<file path="src/rtl/video_timing_pattern_gen_if.sv">
// Pixel stream from the timing/pattern source to the TMDS encoders.
// Stream semantics: de qualifies red/green/blue as an active pixel on every clock;
// there is no ready, so the sink must accept every cycle. x/y/syncs/sof travel with de.
interface video_timing_pattern_gen_if #(
   parameter int CW  = 12,
   parameter int BPC = 8
);
   logic [CW-1:0]  x;
   logic [CW-1:0]  y;
   logic           de;
   logic           hsync;
   logic           vsync;
   logic           sof;
   logic [BPC-1:0] red;
   logic [BPC-1:0] green;
   logic [BPC-1:0] blue;

   modport master (output x, y, de, hsync, vsync, sof, red, green, blue);
   modport slave  (input  x, y, de, hsync, vsync, sof, red, green, blue);
endinterface

</file>
<file path="src/rtl/video_timing_pattern_gen.sv">
// Raster timing generator with four selectable test patterns; all outputs are
// registered one cycle after the hcnt/vcnt state they describe.
module video_timing_pattern_gen #(
   parameter int   H_ACTIVE = 640,
   parameter int   H_FP     = 16,
   parameter int   H_SYNC   = 96,
   parameter int   H_BP     = 48,
   parameter int   V_ACTIVE = 480,
   parameter int   V_FP     = 10,
   parameter int   V_SYNC   = 2,
   parameter int   V_BP     = 33,
   parameter logic HS_POL   = 1'b1,
   parameter logic VS_POL   = 1'b1,
   parameter int   CW       = 12,
   parameter int   BPC      = 8,
   parameter int   CHK_LOG2 = 3
) (
   input  logic                  clk,
   input  logic                  rst,
   input  logic                  en,
   input  logic [1:0]            mode,
   input  logic [3*BPC-1:0]      solid_rgb,
   video_timing_pattern_gen_if.master vid
);
   localparam int H_TOTAL = H_ACTIVE + H_FP + H_SYNC + H_BP;
   localparam int V_TOTAL = V_ACTIVE + V_FP + V_SYNC + V_BP;
   localparam int BAR_W   = (H_ACTIVE / 8 < 1) ? 1 : H_ACTIVE / 8;

   localparam logic [CW-1:0] H_LAST   = CW'(H_TOTAL - 1);
   localparam logic [CW-1:0] V_LAST   = CW'(V_TOTAL - 1);
   localparam logic [CW-1:0] H_ACT    = CW'(H_ACTIVE);
   localparam logic [CW-1:0] V_ACT    = CW'(V_ACTIVE);
   localparam logic [CW-1:0] HS_START = CW'(H_ACTIVE + H_FP);
   localparam logic [CW-1:0] HS_END   = CW'(H_ACTIVE + H_FP + H_SYNC);
   localparam logic [CW-1:0] VS_START = CW'(V_ACTIVE + V_FP);
   localparam logic [CW-1:0] VS_END   = CW'(V_ACTIVE + V_FP + V_SYNC);
   localparam logic [CW-1:0] BAR_LAST = CW'(BAR_W - 1);

   logic [CW-1:0]  hcnt, vcnt, bar_pos;
   logic [2:0]     bar_idx;
   logic [BPC-1:0] fcnt;
   logic [1:0]     mode_q;

   logic h_wrap, v_wrap, at_origin, active, hs_on, vs_on;
   logic [1:0]       eff_mode;
   logic [2:0]       bar_bits;
   logic [3*BPC-1:0] pix_rgb;

   logic [CW-1:0]    x_r, y_r;
   logic             de_r, hsync_r, vsync_r, sof_r;
   logic [3*BPC-1:0] rgb_r;

   assign h_wrap    = (hcnt == H_LAST);
   assign v_wrap    = (vcnt == V_LAST);
   assign at_origin = (hcnt == '0) && (vcnt == '0);
   assign active    = (hcnt < H_ACT) && (vcnt < V_ACT);
   assign hs_on     = (hcnt >= HS_START) && (hcnt < HS_END);
   assign vs_on     = (vcnt >= VS_START) && (vcnt < VS_END);
   // The frame's first pixel already uses the incoming mode, as mode_q loads on that same edge.
   assign eff_mode  = at_origin ? mode : mode_q;

   always_ff @(posedge clk) begin
      if (rst) begin
         hcnt    <= '0;
         vcnt    <= '0;
         fcnt    <= '0;
         mode_q  <= '0;
         bar_pos <= '0;
         bar_idx <= '0;
      end else if (en) begin
         hcnt <= h_wrap ? '0 : hcnt + CW'(1);
         if (h_wrap) vcnt <= v_wrap ? '0 : vcnt + CW'(1);
         if (h_wrap && v_wrap) fcnt <= fcnt + BPC'(1);
         if (at_origin) mode_q <= mode;
         // Bar index tracks hcnt/BAR_W incrementally, saturating at the last bar.
         if (h_wrap) begin
            bar_pos <= '0;
            bar_idx <= '0;
         end else if (bar_pos == BAR_LAST) begin
            bar_pos <= '0;
            if (bar_idx != 3'd7) bar_idx <= bar_idx + 3'd1;
         end else begin
            bar_pos <= bar_pos + CW'(1);
         end
      end
   end

   always_comb begin
      bar_bits = 3'b000;
      case (bar_idx)
         3'd0: bar_bits = 3'b111;
         3'd1: bar_bits = 3'b110;
         3'd2: bar_bits = 3'b011;
         3'd3: bar_bits = 3'b010;
         3'd4: bar_bits = 3'b101;
         3'd5: bar_bits = 3'b100;
         3'd6: bar_bits = 3'b001;
         default: bar_bits = 3'b000;
      endcase
   end

   always_comb begin
      pix_rgb = '0;
      case (eff_mode)
         2'd0: pix_rgb = solid_rgb;
         2'd1: pix_rgb = {{BPC{bar_bits[2]}}, {BPC{bar_bits[1]}}, {BPC{bar_bits[0]}}};
         2'd2: pix_rgb = (hcnt[CHK_LOG2] ^ vcnt[CHK_LOG2]) ? '0 : '1;
         default: pix_rgb = {hcnt[BPC-1:0], vcnt[BPC-1:0], fcnt};
      endcase
   end

   always_ff @(posedge clk) begin
      if (rst) begin
         x_r     <= '0;
         y_r     <= '0;
         de_r    <= 1'b0;
         hsync_r <= ~HS_POL;
         vsync_r <= ~VS_POL;
         sof_r   <= 1'b0;
         rgb_r   <= '0;
      end else if (en) begin
         x_r     <= hcnt;
         y_r     <= vcnt;
         de_r    <= active;
         hsync_r <= hs_on ? HS_POL : ~HS_POL;
         vsync_r <= vs_on ? VS_POL : ~VS_POL;
         sof_r   <= at_origin;
         rgb_r   <= active ? pix_rgb : '0;
      end else begin
         // Paused: position holds, everything else goes quiet.
         de_r    <= 1'b0;
         hsync_r <= ~HS_POL;
         vsync_r <= ~VS_POL;
         sof_r   <= 1'b0;
         rgb_r   <= '0;
      end
   end

   assign vid.x     = x_r;
   assign vid.y     = y_r;
   assign vid.de    = de_r;
   assign vid.hsync = hsync_r;
   assign vid.vsync = vsync_r;
   assign vid.sof   = sof_r;
   assign vid.red   = rgb_r[3*BPC-1:2*BPC];
   assign vid.green = rgb_r[2*BPC-1:BPC];
   assign vid.blue  = rgb_r[BPC-1:0];
endmodule

</file>
<file path="src/flat_wrapper.sv">
// flat-port wrapper written by rule: the top's interface ports become plain ports
module video_timing_pattern_gen_flat 
#(
   parameter int   H_ACTIVE = 640,
   parameter int   H_FP     = 16,
   parameter int   H_SYNC   = 96,
   parameter int   H_BP     = 48,
   parameter int   V_ACTIVE = 480,
   parameter int   V_FP     = 10,
   parameter int   V_SYNC   = 2,
   parameter int   V_BP     = 33,
   parameter logic HS_POL   = 1'b1,
   parameter logic VS_POL   = 1'b1,
   parameter int   CW       = 12,
   parameter int   BPC      = 8,
   parameter int   CHK_LOG2 = 3
)
  (clk, rst, en, mode, solid_rgb, vid_x, vid_y, vid_de, vid_hsync, vid_vsync, vid_sof, vid_red, vid_green, vid_blue);
  video_timing_pattern_gen_if #(.CW(CW), .BPC(BPC)) vid_i ();
  input  logic clk;
  input  logic rst;
  input  logic en;
  input  logic [1:0] mode;
  input  logic [3*BPC-1:0] solid_rgb;
  output wire logic [$bits(vid_i.x)-1:0] vid_x;
  output wire logic [$bits(vid_i.y)-1:0] vid_y;
  output wire logic [$bits(vid_i.de)-1:0] vid_de;
  output wire logic [$bits(vid_i.hsync)-1:0] vid_hsync;
  output wire logic [$bits(vid_i.vsync)-1:0] vid_vsync;
  output wire logic [$bits(vid_i.sof)-1:0] vid_sof;
  output wire logic [$bits(vid_i.red)-1:0] vid_red;
  output wire logic [$bits(vid_i.green)-1:0] vid_green;
  output wire logic [$bits(vid_i.blue)-1:0] vid_blue;
  assign vid_x = vid_i.x;
  assign vid_y = vid_i.y;
  assign vid_de = vid_i.de;
  assign vid_hsync = vid_i.hsync;
  assign vid_vsync = vid_i.vsync;
  assign vid_sof = vid_i.sof;
  assign vid_red = vid_i.red;
  assign vid_green = vid_i.green;
  assign vid_blue = vid_i.blue;
  video_timing_pattern_gen #(.H_ACTIVE(H_ACTIVE), .H_FP(H_FP), .H_SYNC(H_SYNC), .H_BP(H_BP), .V_ACTIVE(V_ACTIVE), .V_FP(V_FP), .V_SYNC(V_SYNC), .V_BP(V_BP), .HS_POL(HS_POL), .VS_POL(VS_POL), .CW(CW), .BPC(BPC), .CHK_LOG2(CHK_LOG2)) u_core (.clk(clk), .rst(rst), .en(en), .mode(mode), .solid_rgb(solid_rgb), .vid(vid_i));
endmodule
</file>
<file path="config.mk">
export PLATFORM = sky130hd
export DESIGN_NAME = video_timing_pattern_gen_flat
export DESIGN_NICKNAME = d
export VERILOG_FILES = /design/src/rtl/video_timing_pattern_gen_if.sv /design/src/rtl/video_timing_pattern_gen.sv /design/src/flat_wrapper.sv
export SDC_FILE = /design/constraint.sdc
export NUM_CORES = 1
export LEC_CHECK = 0
export CORE_MARGIN = 1
export CORE_UTILIZATION = 53
export DETAILED_ROUTE_END_ITERATION = 8
export PLACE_DENSITY = 0.8
export SETUP_SLACK_MARGIN = 0.2
export SYNTH_ARGS = -nofsm -noshare
export SYNTH_HDL_FRONTEND = slang
export SYNTH_SLANG_ARGS = --single-unit
</file>
<file path="constraint.sdc">
create_clock -name clk -period 2.7 [get_ports clk]
set_input_delay 0.54 -clock clk [delete_from_list [all_inputs] [get_ports clk]]
set_output_delay 0.54 -clock clk [all_outputs]
set_load 0.1 [all_outputs]
</file>
==> results of run 1 <==
==> worst max path at each step <==
stage                         startpoint          endpoint  slack [ps]  cells after the start
after global routing      u_core.vcnt[1]   u_core.rgb_r[9]         100                      8
after CTS                 u_core.vcnt[1]  u_core.rgb_r[14]         160                      7
after global placement    u_core.vcnt[1]   u_core.rgb_r[8]         -60                      7
final                     u_core.vcnt[1]   u_core.rgb_r[9]         180                      8
after floorplan           u_core.vcnt[1]  u_core.rgb_r[14]         400                      8
after detailed placement  u_core.vcnt[1]  u_core.rgb_r[14]        -190                      7
==> layer usage <==
layer	track usage, %	routed length [um]
met1	37.2	5470
met3	3.59	967
met2	45.7	6060
met5	0	0
met4	11.4	286
==> synthesized netlist by cell type (all sizes together) (3+ instances only) <==
cell type  instances  area share, %
a21oi             17            1.8
a221oi            24            4.5
and2               5           0.68
and3               8            1.1
buf                7            1.1
clkbuf            18            1.5
dfxtp            101             44
ha                12            3.2
inv               31            2.5
mux2i             32            6.9
nand2             34            2.8
nand2b             3           0.41
nand3             14            1.6
nand4             15            2.4
nand4b             3           0.57
nor2              61            5.0
nor3              11            1.3
nor4              10            1.9
o21ai             47            5.1
or3               12            1.6
or4                6            1.1
xnor2             20            3.8
==> metrics by stage <==
step	cells	setup TNS, ps	hold WS [ps]	util [%]	instance area (um^2)
final	730	0	502	71.0	5930
after detailed placement	710	-3550	485	66.4	5540
after global placement	710	-1300	467	66.4	5540
after global routing	730	0	531	71.0	5930
after CTS	727	0	496	69.6	5810
after floorplan	519	0	452	-	4620
==> report_power, final <==
group / switching (mW) / internal (mW)
clock: 0.512 / 0.542
combinational: 0.421 / 0.172
sequential: 0.0213 / 1.53
total: 0.954 / 2.24
==> area by class of cell <==
class	count	area, um^2	area share [%]
Multi-Input combinational cell	363	2510	42.4
Timing Repair Buffer	114	925	15.6
Inverter	32	120	2.03
Clock inverter	4	72.6	1.22
Sequential cell	101	2030	34.2
Tap cell	105	131	2.22
Clock buffer	11	141	2.39
==> what timing repair did <==
item	4_1_cts	5_1_grt
pin swaps	1	9
gates resized for setup	6	16
endpoints found under the setup margin	25	32
cloned	0	2
buffers inserted	2	1
==> flip-flops by register name (all words and copies together) (netlist names) <==
register          count
u_core.bar_idx        3
u_core.vcnt          12
u_core.vid.hsync      1
u_core.rgb_r         24
u_core.fcnt           8
u_core.vid.y         12
u_core.vid.sof        1
u_core.mode_q         2
u_core.vid.x         12
u_core.vid.vsync      1
u_core.vid.de         1
u_core.hcnt          12
u_core.bar_pos       12
==> cell families (layout without fill, tap and decap cells) <==
| logic type | after synthesis | in the layout | synth area share [%] |
|---|---|---|---|
| AND/OR/NAND/NOR | 190 | 190 | 21.8 |
| XOR/XNOR | 21 | 21 | 3.98 |
| flip-flops | 101 | 101 | 43.8 |
| AO/OA/AOI/OAI | 106 | 107 | 15.1 |
| multiplexers | 32 | 33 | 6.93 |
| buffers and inverters | 57 | 161 | 5.14 |
| adder cells (fa/ha/maj) | 12 | 12 | 3.25 |
==> tightest hold or removal path: stages, from the launching register on <==
cell     delay, ps
dfxtp_1        340
mux2i_1         70
nor2_1          70
==> reports/results.txt, run 1 <==
Starting Density -> 55.4%
worst r2r dst -> u_core.rgb_r[9]
Hold Crit Start -> u_core.vid.y[3]
clk_skew -> 8.87 ps
FILL cells -> 661
reg-to-reg setup timing slack -> 180 ps
syn nets -> 560
row count -> 33
worst rel slew slack -> 46.1%
Max Slew Vio Count -> 0
WP data arrival -> 2750 ps
Worst-Skew Late Latency -> 360 ps
register area share after synthesis -> 43.8%
Final Cycle Share -> 93.3%
Worst-path clk slew -> 100 ps
setup ws final -> 182 ps
commonest cells after routing, fill and taps aside -> 98 x dfxtp_1, 85 x buf_4, 61 x nor2_1
Max Cap Viol -> 0
Via density -> 6.10
critical path, cell by cell -> inv_1 -> ha_1 -> or4b_4 -> buf_4 -> nor3_2 -> a211oi_2 -> o21ai_0 -> a221oi_1
clock sink count -> 101
yosys warns -> 0
CP max FO -> 12
post-synthesis instance total -> 519
cell family with most CP delay -> simple AND/OR/NAND/NOR gates
Leak -> 2.34 nW
number of flops mapped to enable cells by yosys -> 0
Tmin final -> 2520 ps
Setup crit end kind -> flip-flop
required time at the worst-slack endpoint -> 2930 ps
flops & latches, synth -> 101
fmax -> 0.397 GHz
DIE AREA -> 9100 um^2
worst path bufs/invs -> 2
vias -> 4454
share of flip-flops with an asynchronous set or reset -> 0%
total power -> 3.20 mW
Post-route DRC -> 0
root buffer cell -> clkbuf_8
share of layout cells above drive strength 1 -> 20.6%
Die X -> 95.4 um
area grow syn2layout -> 28.2%
initial antenna violation count -> 0
Hold Crit Depth -> 2
Layout Nets -> 662
H-tree Lvls -> 3
outcome -> finished clean
Max Buffers Root-to-Sink -> 2
final hold violations -> 0
Worst path slowest cell -> or4b_4
top_reg_cell synth -> dfxtp_1
# setup viols final -> 0
Max stage delay on crit path -> 490 ps
final global-route overflow total -> 0
post-synthesis cell area -> 4620 um^2
class of the worst hold path -> reg -> reg
Die Y -> 95.4 um
vias in the first global route -> 4097
Total GRT Usage -> 27.9%
WL/cell -> 17.5 um
Placement Setup Slack -> -194 ps
peak supply drop -> 0.287 mV
pwr dens -> 539 nW/um^2
R2R Path Start -> u_core.vcnt[1]
worst slew pin tran -> 807 ps
CTS tree -> yes
n_diodes -> 0
RSZ-0062 raised after global routing -> true
Hold Buf Count CTS -> 0
Top-Level Pins -> 81
commonest non-fill, non-tap cell in the layout -> dfxtp_1
WL final -> 12.8 mm
initial drt markers -> 349
Inserted Clock Buffers -> 9
hold path endpoint -> u_core.vid.y[3]
critical path class -> reg -> reg
Core ar. -> 8340 um^2
first-pass iteration count of the detailed router -> 5
Placer Congestion -> 0.909
worst r2r path cells -> 8
Routed Antenna Nets -> 0
Synth cell types -> 52
startpoint types -> flip-flop
Avg Cell Area, Syn -> 8.90 um^2
PortBufs -> 80
first-pass GRT wire length -> 19.7 mm
largest net degree at the start of global routing -> 46
HPWL Detailed -> 8.76 mm
Note: power is estimated with default switching activity, not from simulation.
==> inputs of run 2 (changes only) <==
--- a/config.mk
+++ b/config.mk
@@ -9,7 +9,6 @@
 export CORE_UTILIZATION = 53
 export DETAILED_ROUTE_END_ITERATION = 8
 export PLACE_DENSITY = 0.8
-export SETUP_SLACK_MARGIN = 0.2
 export SYNTH_ARGS = -nofsm -noshare
 export SYNTH_HDL_FRONTEND = slang
 export SYNTH_SLANG_ARGS = --single-unit
==> reports/results.txt, run 2 (synthesis gave the netlist of run 1 again) <==
reg-to-reg setup timing slack -> 130 ps (-50 ps)
setup ws final -> 131 ps (-50.9 ps)
Max Slew Vio Count -> 0 (unchanged)
R2R Path Start -> u_core.vcnt[1]
Hold Buf Count CTS -> 0 (unchanged)
total power -> 3.15 mW (-1.5%)
n_diodes -> 0 (unchanged)
Most flops, register -> u_core.rgb_r
Final Cycle Share -> 95.2% (+1.9 points)
pwr dens -> 544 nW/um^2 (+0.91%)
worst r2r path cells -> 8 (unchanged)
Leak -> 2.30 nW (-1.4%)
vias -> 4358 (-2.2%)
final instance area -> 5780 um^2 (-2.4%)
Starting Density -> 55.4% (unchanged)
WL final -> 12.2 mm (-4.8%)
clock sink count -> 101 (unchanged)
Worst-path clk slew -> 90 ps (about the same)
class of the worst hold path -> reg -> reg
HPWL Detailed -> 8.76 mm (unchanged)
WP data arrival -> 2770 ps (+20 ps)
Inserted Clock Buffers -> 9 (unchanged)
CTS tree -> yes
root buffer cell -> clkbuf_8
Routed Antenna Nets -> 0 (unchanged)
Top-Level Pins -> 81 (unchanged)
commonest non-fill, non-tap cell in the layout -> dfxtp_1
RSZ-0062 raised after global routing -> true
cell family with most CP delay -> simple AND/OR/NAND/NOR gates
FILL cells -> 684 (+3.5%)
worst r2r dst -> u_core.rgb_r[14]
worst rel slew slack -> 45.4% (-0.75 points)
Die X -> 95.4 um (unchanged)
largest net degree at the start of global routing -> 46 (unchanged)
Via density -> 6.01 (-1.5%)
worst path bufs/invs -> 2 (unchanged)
Setup crit end kind -> flip-flop
final global-route overflow total -> 0 (unchanged)
Die Y -> 95.4 um (unchanged)
Layout Nets -> 657 (-0.76%)
Max Cap Viol -> 0 (unchanged)
Max stage delay on crit path -> 510 ps (+20 ps)
required time at the worst-slack endpoint -> 2900 ps (-30 ps)
initial drt markers -> 366 (+4.9%)
CP endpoint -> u_core.rgb_r[14]
# setup viols final -> 0 (unchanged)
WL/cell -> 16.8 um (-4.2%)
Tmin final -> 2570 ps (+50.9 ps)
vias in the first global route -> 4072 (-0.61%)
commonest cells after routing, fill and taps aside -> 101 x dfxtp_1, 83 x buf_4, 61 x nor2_1
Core ar. -> 8340 um^2 (unchanged)
Worst path slowest cell -> mux2i_2
worst slew pin tran -> 817 ps (+10.2 ps)
Placement Setup Slack -> -194 ps (unchanged)
startpoint types -> flip-flop
PortBufs -> 80 (unchanged)
Crit path depth -> 8 (unchanged)
peak supply drop -> 0.285 mV (-0.47%)
Post-route DRC -> 0 (unchanged)
fmax -> 0.389 GHz (-2.0%)
clk_skew -> 7.69 ps (-1.19 ps)
share of layout cells above drive strength 1 -> 18.4% (-2.3 points)
area grow syn2layout -> 25.2%
critical path, cell by cell -> inv_1 -> ha_1 -> or4b_1 -> nor4_2 -> nand2_1 -> buf_4 -> mux2i_2 -> a221oi_1
Final Core Density -> 69.3% (-1.7 points)
row count -> 33 (unchanged)
CP max FO -> 8 (-4)
Placer Congestion -> 0.909 (unchanged)
first-pass iteration count of the detailed router -> 5 (unchanged)
Largest register FFs -> 24 (unchanged)
DP Area -> 5540 um^2 (unchanged)
crit path from -> u_core.vcnt[1]
outcome -> finished clean
Total GRT Usage -> 27.6% (-0.30 points)
Max Buffers Root-to-Sink -> 2 (unchanged)
DIE AREA -> 9100 um^2 (unchanged)
Worst-Skew Late Latency -> 360 ps (about the same)
first-pass GRT wire length -> 19.5 mm (-0.84%)
initial antenna violation count -> 0 (unchanged)
H-tree Lvls -> 3 (unchanged)
critical path class -> reg -> reg
final hold violations -> 0 (unchanged)
[run 2: changes by cell type in the layout (fill, tap and decap cells not counted), sizes merged]
| cell | delta |
|---|---|
| buf | -3 |
| a211oi | -1 |
| mux2i | -1 |
[run 2: worst min path at each step]
| stage | from | slack [ps] | end | cells past startpoint |
|---|---|---|---|---|
| after global placement | u_core.fcnt[7] | 470 | u_core.fcnt[7] | 2 |
| after detailed placement | u_core.fcnt[7] | 480 | u_core.fcnt[7] | 2 |
| after global routing | u_core.bar_pos[5] | 530 | u_core.bar_pos[5] | 1 |
| after CTS | u_core.fcnt[7] | 500 | u_core.fcnt[7] | 2 |
| after floorplan | u_core.fcnt[7] | 450 | u_core.fcnt[7] | 2 |
| final | u_core.vid.y[3] | 500 | u_core.vid.y[3] | 2 |
[run 2: what timing repair did]
action	in CTS	in global routing
endpoints found under the hold margin	0	0
setup buffers	0	0
setup endpoints to repair	24	17
gates resized for setup	3	2
[run 2: cell type report]
class | count | area, um^2 | area share, %
sequential | 101 | 2020 | 35.0
multi-input combinational | 361 | 2400 | 41.5
tap | 105 | 131 | 2.27
inverter | 32 | 120 | 2.08
clock inverter | 4 | 72.6 | 1.25
timing repair buffer | 111 | 898 | 15.5
clock buffer | 11 | 141 | 2.44
[run 2: where the power goes]
part           switching [mW]  internal (mW)
Clock                   0.505          0.542
Combinational           0.399          0.154
Sequential             0.0200           1.53
Total                   0.924           2.22
[run 2: per-layer routing]
| layer | vias to the layer above | GRT usage, % | share of wire (%) |
|---|---|---|---|
| li1 | 2055 | - | - |
| met1 | 2089 | 37.0 | 44 |
| met2 | 190 | 45.2 | 47 |
| met3 | 24 | 3.51 | 7.0 |
| met4 | 0 | 10.7 | 2.1 |
| met5 | - | 0 | 0 |
[run 2: worst reg2reg max path, delay by kind of cell (launching register included)]
family	cells	cell delay, ps
AOI/OAI and AO/OA	1	180
and+or+nand+nor	3	920
buffers and inverters	2	310
muxes	1	510
adders and majority gates	1	150
DFF	1	350
[run 2: per-stage QoR]
step | hold WS (ps) | TNS [ps] | instances
after floorplan | 452 | 0 | 519
after global placement | 467 | -1300 | 710
after detailed placement | 485 | -3550 | 710
after CTS | 496 | 0 | 725
after global routing | 531 | -80.2 | 725
final | 501 | 0 | 725
==> inputs of run 3 (changes only) <==
--- a/config.mk
+++ b/config.mk
@@ -7,6 +7,7 @@
 export LEC_CHECK = 0
 export CORE_MARGIN = 1
 export CORE_UTILIZATION = 53
+export CTS_CLUSTER_SIZE = 24
 export DETAILED_ROUTE_END_ITERATION = 8
 export PLACE_DENSITY = 0.8
 export SYNTH_ARGS = -nofsm -noshare
==> results of run 3 <==
No change in the layout: final DEF, timing and power equal those of run 2.
